===== src/rtl/vga_timing_gen.sv =====
// vga_timing_gen: raster timing generator for the VGA output path.
// Produces hcount/vcount, sync/blank/active strobes, line/frame markers and a
// completed-frame counter, all in the pixel clock domain.
// Optional build macro VGA_SYNC_DELAY_EN: when defined, hsync_n/vsync_n/blank_n/
// active pass through a PIXEL_LATENCY-deep shift register so they line up with
// colour data from the downstream ROM stage; when undefined they are a
// zero-latency decode of the current counters.

module vga_timing_gen #(
    parameter int unsigned H_ACTIVE      = 640,
    parameter int unsigned H_FP          = 16,
    parameter int unsigned H_SYNC        = 96,
    parameter int unsigned H_BP          = 48,
    parameter int unsigned V_ACTIVE      = 480,
    parameter int unsigned V_FP          = 10,
    parameter int unsigned V_SYNC        = 2,
    parameter int unsigned V_BP          = 33,
    parameter int unsigned PIXEL_LATENCY = 1
) (
    input  logic       vga_clk,
    input  logic       reset,
    output logic [9:0] hcount,
    output logic [9:0] vcount,
    output logic       hsync_n,
    output logic       vsync_n,
    output logic       blank_n,
    output logic       active,
    output logic       line_end,
    output logic       frame_end,
    output logic [7:0] frame_cnt
);

    localparam int unsigned H_TOTAL = H_ACTIVE + H_FP + H_SYNC + H_BP;
    localparam int unsigned V_TOTAL = V_ACTIVE + V_FP + V_SYNC + V_BP;

    // Counter limits and decode boundaries; 11 bits so an end value of 1024 fits.
    localparam logic [9:0]  H_LAST      = 10'(H_TOTAL - 1);
    localparam logic [9:0]  V_LAST      = 10'(V_TOTAL - 1);
    localparam logic [10:0] H_VIS_END   = 11'(H_ACTIVE);
    localparam logic [10:0] H_SYNC_BEG  = 11'(H_ACTIVE + H_FP);
    localparam logic [10:0] H_SYNC_END  = 11'(H_ACTIVE + H_FP + H_SYNC);
    localparam logic [10:0] V_VIS_END   = 11'(V_ACTIVE);
    localparam logic [10:0] V_SYNC_BEG  = 11'(V_ACTIVE + V_FP);
    localparam logic [10:0] V_SYNC_END  = 11'(V_ACTIVE + V_FP + V_SYNC);

    // Control bus order: {active, blank_n, vsync_n, hsync_n}.
    localparam logic [3:0]  CTRL_IDLE   = 4'b0011;

    // Reject configurations the 10-bit counters or the pipeline cannot support.
    if (H_TOTAL > 1024 || V_TOTAL > 1024 || PIXEL_LATENCY < 1 || PIXEL_LATENCY > 4)
    begin : g_bad_cfg
        $error("vga_timing_gen: unsupported timing configuration");
    end

    logic [9:0] r_hcount;
    logic [9:0] r_vcount;
    logic [7:0] r_frame_cnt;

    logic       w_line_end;
    logic       w_frame_end;
    logic       w_h_vis;
    logic       w_v_vis;
    logic       w_h_sync;
    logic       w_v_sync;
    logic [3:0] w_ctrl_dec;
    logic [3:0] w_ctrl_out;

    // Line/frame markers and raster region decode from the current counters.
    always_comb begin
        w_line_end  = (r_hcount == H_LAST);
        w_frame_end = w_line_end && (r_vcount == V_LAST);
        w_h_vis     = ({1'b0, r_hcount} < H_VIS_END);
        w_v_vis     = ({1'b0, r_vcount} < V_VIS_END);
        w_h_sync    = ({1'b0, r_hcount} >= H_SYNC_BEG) && ({1'b0, r_hcount} < H_SYNC_END);
        w_v_sync    = ({1'b0, r_vcount} >= V_SYNC_BEG) && ({1'b0, r_vcount} < V_SYNC_END);
        w_ctrl_dec  = {w_h_vis & w_v_vis, w_h_vis & w_v_vis, ~w_v_sync, ~w_h_sync};
    end

    // Raster counters: hcount every cycle, vcount only on the line wrap.
    always_ff @(posedge vga_clk) begin
        if (reset) begin
            r_hcount <= '0;
            r_vcount <= '0;
        end else if (w_line_end) begin
            r_hcount <= '0;
            r_vcount <= (r_vcount == V_LAST) ? '0 : r_vcount + 10'd1;
        end else begin
            r_hcount <= r_hcount + 10'd1;
        end
    end

    // Completed-frame counter, bumped on the edge that ends the last pixel.
    always_ff @(posedge vga_clk) begin
        if (reset) begin
            r_frame_cnt <= '0;
        end else if (w_frame_end) begin
            r_frame_cnt <= r_frame_cnt + 8'd1;
        end
    end

`ifdef VGA_SYNC_DELAY_EN
    localparam int unsigned LAST_STAGE = PIXEL_LATENCY - 1;

    logic [3:0] r_ctrl_pipe [PIXEL_LATENCY];

    // Delay pipeline; every stage holds the inactive pattern after reset.
    always_ff @(posedge vga_clk) begin
        if (reset) begin
            for (int i = 0; i < int'(PIXEL_LATENCY); i++) begin
                r_ctrl_pipe[i] <= CTRL_IDLE;
            end
        end else begin
            r_ctrl_pipe[0] <= w_ctrl_dec;
            for (int i = 1; i < int'(PIXEL_LATENCY); i++) begin
                r_ctrl_pipe[i] <= r_ctrl_pipe[i-1];
            end
        end
    end

    // Oldest stage drives the connector controls.
    always_comb begin
        w_ctrl_out = r_ctrl_pipe[LAST_STAGE];
    end
`else
    // Zero-latency path straight from the decode.
    always_comb begin
        w_ctrl_out = w_ctrl_dec;
    end
`endif

    assign hcount    = r_hcount;
    assign vcount    = r_vcount;
    assign line_end  = w_line_end;
    assign frame_end = w_frame_end;
    assign frame_cnt = r_frame_cnt;
    assign hsync_n   = w_ctrl_out[0];
    assign vsync_n   = w_ctrl_out[1];
    assign blank_n   = w_ctrl_out[2];
    assign active    = w_ctrl_out[3];

endmodule


===== config.mk =====
export PLATFORM = sky130hd
export DESIGN_NAME = vga_timing_gen
export DESIGN_NICKNAME = d
export VERILOG_FILES = /design/src/rtl/vga_timing_gen.sv
export SDC_FILE = /design/constraint.sdc
export NUM_CORES = 1
export LEC_CHECK = 0
export CORE_MARGIN = 3
export CORE_UTILIZATION = 29
export DETAILED_ROUTE_END_ITERATION = 16
export GPL_ROUTABILITY_DRIVEN = 0
export SLEW_MARGIN = 20
export SYNTH_ARGS = -nofsm -noshare
export SYNTH_HDL_FRONTEND = slang
export SYNTH_SLANG_ARGS = --single-unit
export TNS_END_PERCENT = 1

===== constraint.sdc =====
create_clock -name vga_clk -period 5.7 [get_ports vga_clk]
set_clock_uncertainty 0.2 [all_clocks]
set_input_delay 0.57 -clock vga_clk [delete_from_list [all_inputs] [get_ports vga_clk]]
set_output_delay 0.57 -clock vga_clk [all_outputs]
set_load 0.1 [all_outputs]

==> insert_results.sql <==
INSERT INTO impl_metrics (metric_group, metric, value, unit) VALUES
('die', 'initial_cell_density_of_the_core', '0.309', ''),
('place', 'dp.final_hpwl', '2640', 'um'),
('cells_and_area', 'drive_gt1_frac', '0.0812', ''),
('critical_path', 'signal_arrival_time_at_the_worst_endpoint', '2.99', 'ns'),
('logic_synthesis', 'synthesis.area_per_instance', '9.01', 'um2'),
('timing', 'final-hold-violation-count', '0', ''),
('timing', 'final_min_period_over_clock_period', '0.660', ''),
('clock_tree', 'cts_inserted_buffers', '3', ''),
('timing', 'clock.fmax', '0.266', 'GHz'),
('detailed_routing', 'detail_route.first_pass.iterations', '4', ''),
('min_path', 'whs_endpoint', 'frame_cnt[7]', ''),
('cells_and_area', 'register_area', '561', 'um2'),
('cells_and_area', 'num_antenna_cells', '0', ''),
('logic_synthesis', 'cell_variety_after_synth', '40', ''),
('cells_and_area', 'postLayoutCellArea', '0.00194', 'mm2'),
('timing', 'final-setup-viol-count', '0', ''),
('grt', 'grt_first_pass_wirelength', '6070', 'um'),
('grt', 'grt_remaining_overflow', '0', ''),
('detailed_routing', 'finalWirelength', '3540', 'um'),
('critical_path', 'criticalPathCategory', 'reg2out', ''),
('critical_path', 'critical_path_required', '4.93', 'ns'),
('clock_tree', 'worst_skew_pair.late_latency', '0.28', 'ns'),
('grt', 'grt_pass1_vias', '1240', ''),
('logic_synthesis', 'ys_seq_area_frac', '0.375', ''),
('power', 'ir_worst_vdd', '0.0905', 'mV'),
('die', 'top_level_ports', '36', ''),
('die', 'fp.dieW', '77.8', 'um'),
('clock_tree', 'clock_tree.buffer_depth', '2', ''),
('clock_tree', 'postCtsSetupRepairBufs', '0', ''),
('clock_tree', 'root_buffer', 'sky130_fd_sc_hd__clkbuf_8', ''),
('grt', 'grt_max_degree', '18', ''),
('cells_and_area', 'mostFrequentLayoutCells', '35 x sky130_fd_sc_hd__clkdlybuf4s50_1, 28 x sky130_fd_sc_hd__dfxtp_1, 10 x sky130_fd_sc_hd__nand2_1, 10 x sky130_fd_sc_hd__nand3_1, 10 x sky130_fd_sc_hd__a21oi_1', ''),
('min_path', 'min_path_type', 'reg2reg', ''),
('clock_tree', 'cts_tree', 'yes', ''),
('clock_tree', 'cts_sinks', '28', ''),
('die', 'die_h', '77.8', 'um'),
('logic_synthesis', 'synth_seq_cells', '28', ''),
('die', 'placeableCoreArea', '0.00485', 'mm2'),
('timing', 'hold-worst-slack', '0.288', 'ns'),
('logic_synthesis', 'netlist_area', '0.00150', 'mm2'),
('cells_and_area', 'most_common_cell_after_layout_fill_and_taps_aside', 'sky130_fd_sc_hd__clkdlybuf4s50_1', ''),
('timing', 'layout_min_cycle_time', '3.76', 'ns'),
('detailed_routing', 'drc', '0', ''),
('critical_path', 'worst_r2r_endpoint', 'vcount[9]', ''),
('timing', 'final_max_slew_viol_count', '0', ''),
('die', 'dieArea', '0.00606', 'mm2'),
('detailed_routing', 'remaining_antenna_violation_count', '0', ''),
('min_path', 'whs_path_depth', '2', ''),
('logic_synthesis', 'synth_fp_nets', '173', ''),
('clock_tree', 'cts_htree_levels', '1', ''),
('critical_path', 'timing.critical_path.from_type', 'register', ''),
('detailed_routing', 'post_drt_via_cell_ratio', '4.94', ''),
('run_status', 'status', 'finished, final reports clean', ''),
('cells_and_area', 'final_net_count', '205', ''),
('timing', 'rsz0062_at_grt', 'no', ''),
('timing', 'worst_slew_pin_slew', '0.980', 'ns'),
('clock_tree', 'cts_hold_repair.buffers', '0', ''),
('grt', 'grt.total_usage', '0.123', ''),
('timing', 'timing.slew.headroom', '0.345', ''),
('detailed_routing', 'vias_after_detailed_routing', '1303', ''),
('die', 'row_count', '25', ''),
('timing', 'setup_total_negative_slack', '0', 'ns'),
('critical_path', 'timing.rr.start', 'hcount[0]', ''),
('cells_and_area', 'area.growth.synth_to_final', '29.5', '%'),
('logic_synthesis', 'yosysWarningCount', '0', ''),
('place', 'buffer_ports.inserted', '35', ''),
('detailed_routing', 'drt_iter0_drc', '42', ''),
('critical_path', 'timing.critical_path.fanout_max', '14', ''),
('min_path', 'timing.hold.worst.start', 'frame_cnt[7]', ''),
('cells_and_area', 'final_util', '0.400', ''),
('cells_and_area', 'final.fill_count', '508', '');
cell type report:
type | instances | share of cell area
repair buffers | 35 | 0.181
inverters | 7 | 0.0136
clock buffers | 4 | 0.0284
multi-input cells | 123 | 0.445
well taps | 67 | 0.0433
flip-flops and latches | 28 | 0.289
report_power, final:
part / switching (uW) / internal [uW] / total [uW] / leakage [uW]
clock network: 61.9 / 61.9 / 124 / 0.0000288
logic: 18.9 / 5.48 / 24.4 / 0.000363
registers: 2.41 / 197 / 200 / 0.000226
flip-flops by register name (all words and copies together), names as in the netlist:
name,cells
hcount,10
vcount,10
frame_cnt,8
worst max-delay path by stage:
stage	slack [ns]	depth (start not counted)	startpoint	endpoint
3_3_place_gp	2.32	5	hcount[0]	frame_end
4_1_cts	1.91	5	hcount[0]	frame_end
2_1_floorplan	1.15	3	vcount[6]	blank_n
5_1_grt	1.72	5	hcount[0]	frame_end
3_5_place_dp	2.23	5	hcount[0]	frame_end
6_report	1.94	5	hcount[0]	frame_end
critical path: stages, from the launching register on:
cell,delay (ns)
sky130_fd_sc_hd__dfxtp_1,0.41
sky130_fd_sc_hd__ha_1,0.26
sky130_fd_sc_hd__and4_4,0.31
sky130_fd_sc_hd__nand3_2,0.22
sky130_fd_sc_hd__nor2_1,0.31
sky130_fd_sc_hd__clkdlybuf4s50_1,1.20
cells in the mapped netlist:
| master | n | share of area |
|---|---|---|
| sky130_fd_sc_hd__nor2_1 | 9 | 0.023 |
| sky130_fd_sc_hd__nor3_1 | 8 | 0.027 |
| sky130_fd_sc_hd__nand3_2 | 2 | 0.013 |
| sky130_fd_sc_hd__and2_1 | 1 | 0.0042 |
| sky130_fd_sc_hd__and4_4 | 1 | 0.0075 |
| sky130_fd_sc_hd__mux2i_1 | 3 | 0.020 |
| sky130_fd_sc_hd__nand4_4 | 2 | 0.028 |
| sky130_fd_sc_hd__ha_1 | 5 | 0.042 |
| sky130_fd_sc_hd__and4_1 | 2 | 0.012 |
| sky130_fd_sc_hd__dfxtp_1 | 28 | 0.37 |
| sky130_fd_sc_hd__o21a_1 | 2 | 0.010 |
| sky130_fd_sc_hd__o31ai_1 | 6 | 0.030 |
| sky130_fd_sc_hd__nand4bb_1 | 1 | 0.0075 |
| sky130_fd_sc_hd__clkinv_1 | 1 | 0.0025 |
| sky130_fd_sc_hd__nand2_1 | 10 | 0.025 |
| sky130_fd_sc_hd__buf_4 | 2 | 0.010 |
| sky130_fd_sc_hd__nor2_2 | 1 | 0.0042 |
| sky130_fd_sc_hd__a21oi_1 | 10 | 0.033 |
| sky130_fd_sc_hd__xor2_1 | 7 | 0.041 |
| sky130_fd_sc_hd__buf_6 | 1 | 0.0075 |
| sky130_fd_sc_hd__nor4_1 | 4 | 0.017 |
| sky130_fd_sc_hd__inv_1 | 6 | 0.015 |
| sky130_fd_sc_hd__o31a_1 | 1 | 0.0059 |
| sky130_fd_sc_hd__nand4_1 | 6 | 0.025 |
| sky130_fd_sc_hd__buf_2 | 2 | 0.0067 |
| sky130_fd_sc_hd__o21ai_0 | 3 | 0.010 |
| sky130_fd_sc_hd__clkbuf_1 | 3 | 0.0075 |
| sky130_fd_sc_hd__and2_2 | 1 | 0.0050 |
| sky130_fd_sc_hd__and4bb_4 | 1 | 0.011 |
| sky130_fd_sc_hd__or4_1 | 7 | 0.035 |
| sky130_fd_sc_hd__and3b_2 | 1 | 0.0067 |
| sky130_fd_sc_hd__or4b_1 | 1 | 0.0067 |
| sky130_fd_sc_hd__o21ai_1 | 1 | 0.0033 |
| sky130_fd_sc_hd__nand3_1 | 10 | 0.033 |
| sky130_fd_sc_hd__xnor2_1 | 6 | 0.035 |
| sky130_fd_sc_hd__or2_2 | 2 | 0.0084 |
| sky130_fd_sc_hd__and3_1 | 4 | 0.017 |
| sky130_fd_sc_hd__nand3b_1 | 2 | 0.010 |
| sky130_fd_sc_hd__nor3_4 | 1 | 0.011 |
| sky130_fd_sc_hd__or3_1 | 2 | 0.0084 |
layer usage:
layer  part of all wire  wire length [um]  GRT usage  vias to the layer above
met4              0.013                46     0.0374                        0
met1               0.51              1820      0.174                      598
met2               0.43              1530      0.188                       28
met3              0.042               149     0.0232                        5
li1                   -                 -          -                      672
met5                  0                 0          0                        -
logic make-up after synthesis:
family                     Yosys count  synth area share
DFF                                 28             0.375
xor gates and xnor gates            13            0.0761
buffers and inverters               15            0.0493
adders and majority gates            5            0.0418
muxes                                3            0.0201
AOI/OAI and AO/OA                   23            0.0928
and+or+nand+nor                     79             0.345
metrics by stage:
step                      setup slack, ns  std cells  total power [uW]
after floorplan                      1.15        166               223
after global placement               2.32        260               229
after detailed placement             2.23        260               229
after CTS                            1.91        264               354
after global routing                 1.72        264               363
final                                1.94        264               348
Note: power is estimated with default switching activity, not from simulation.
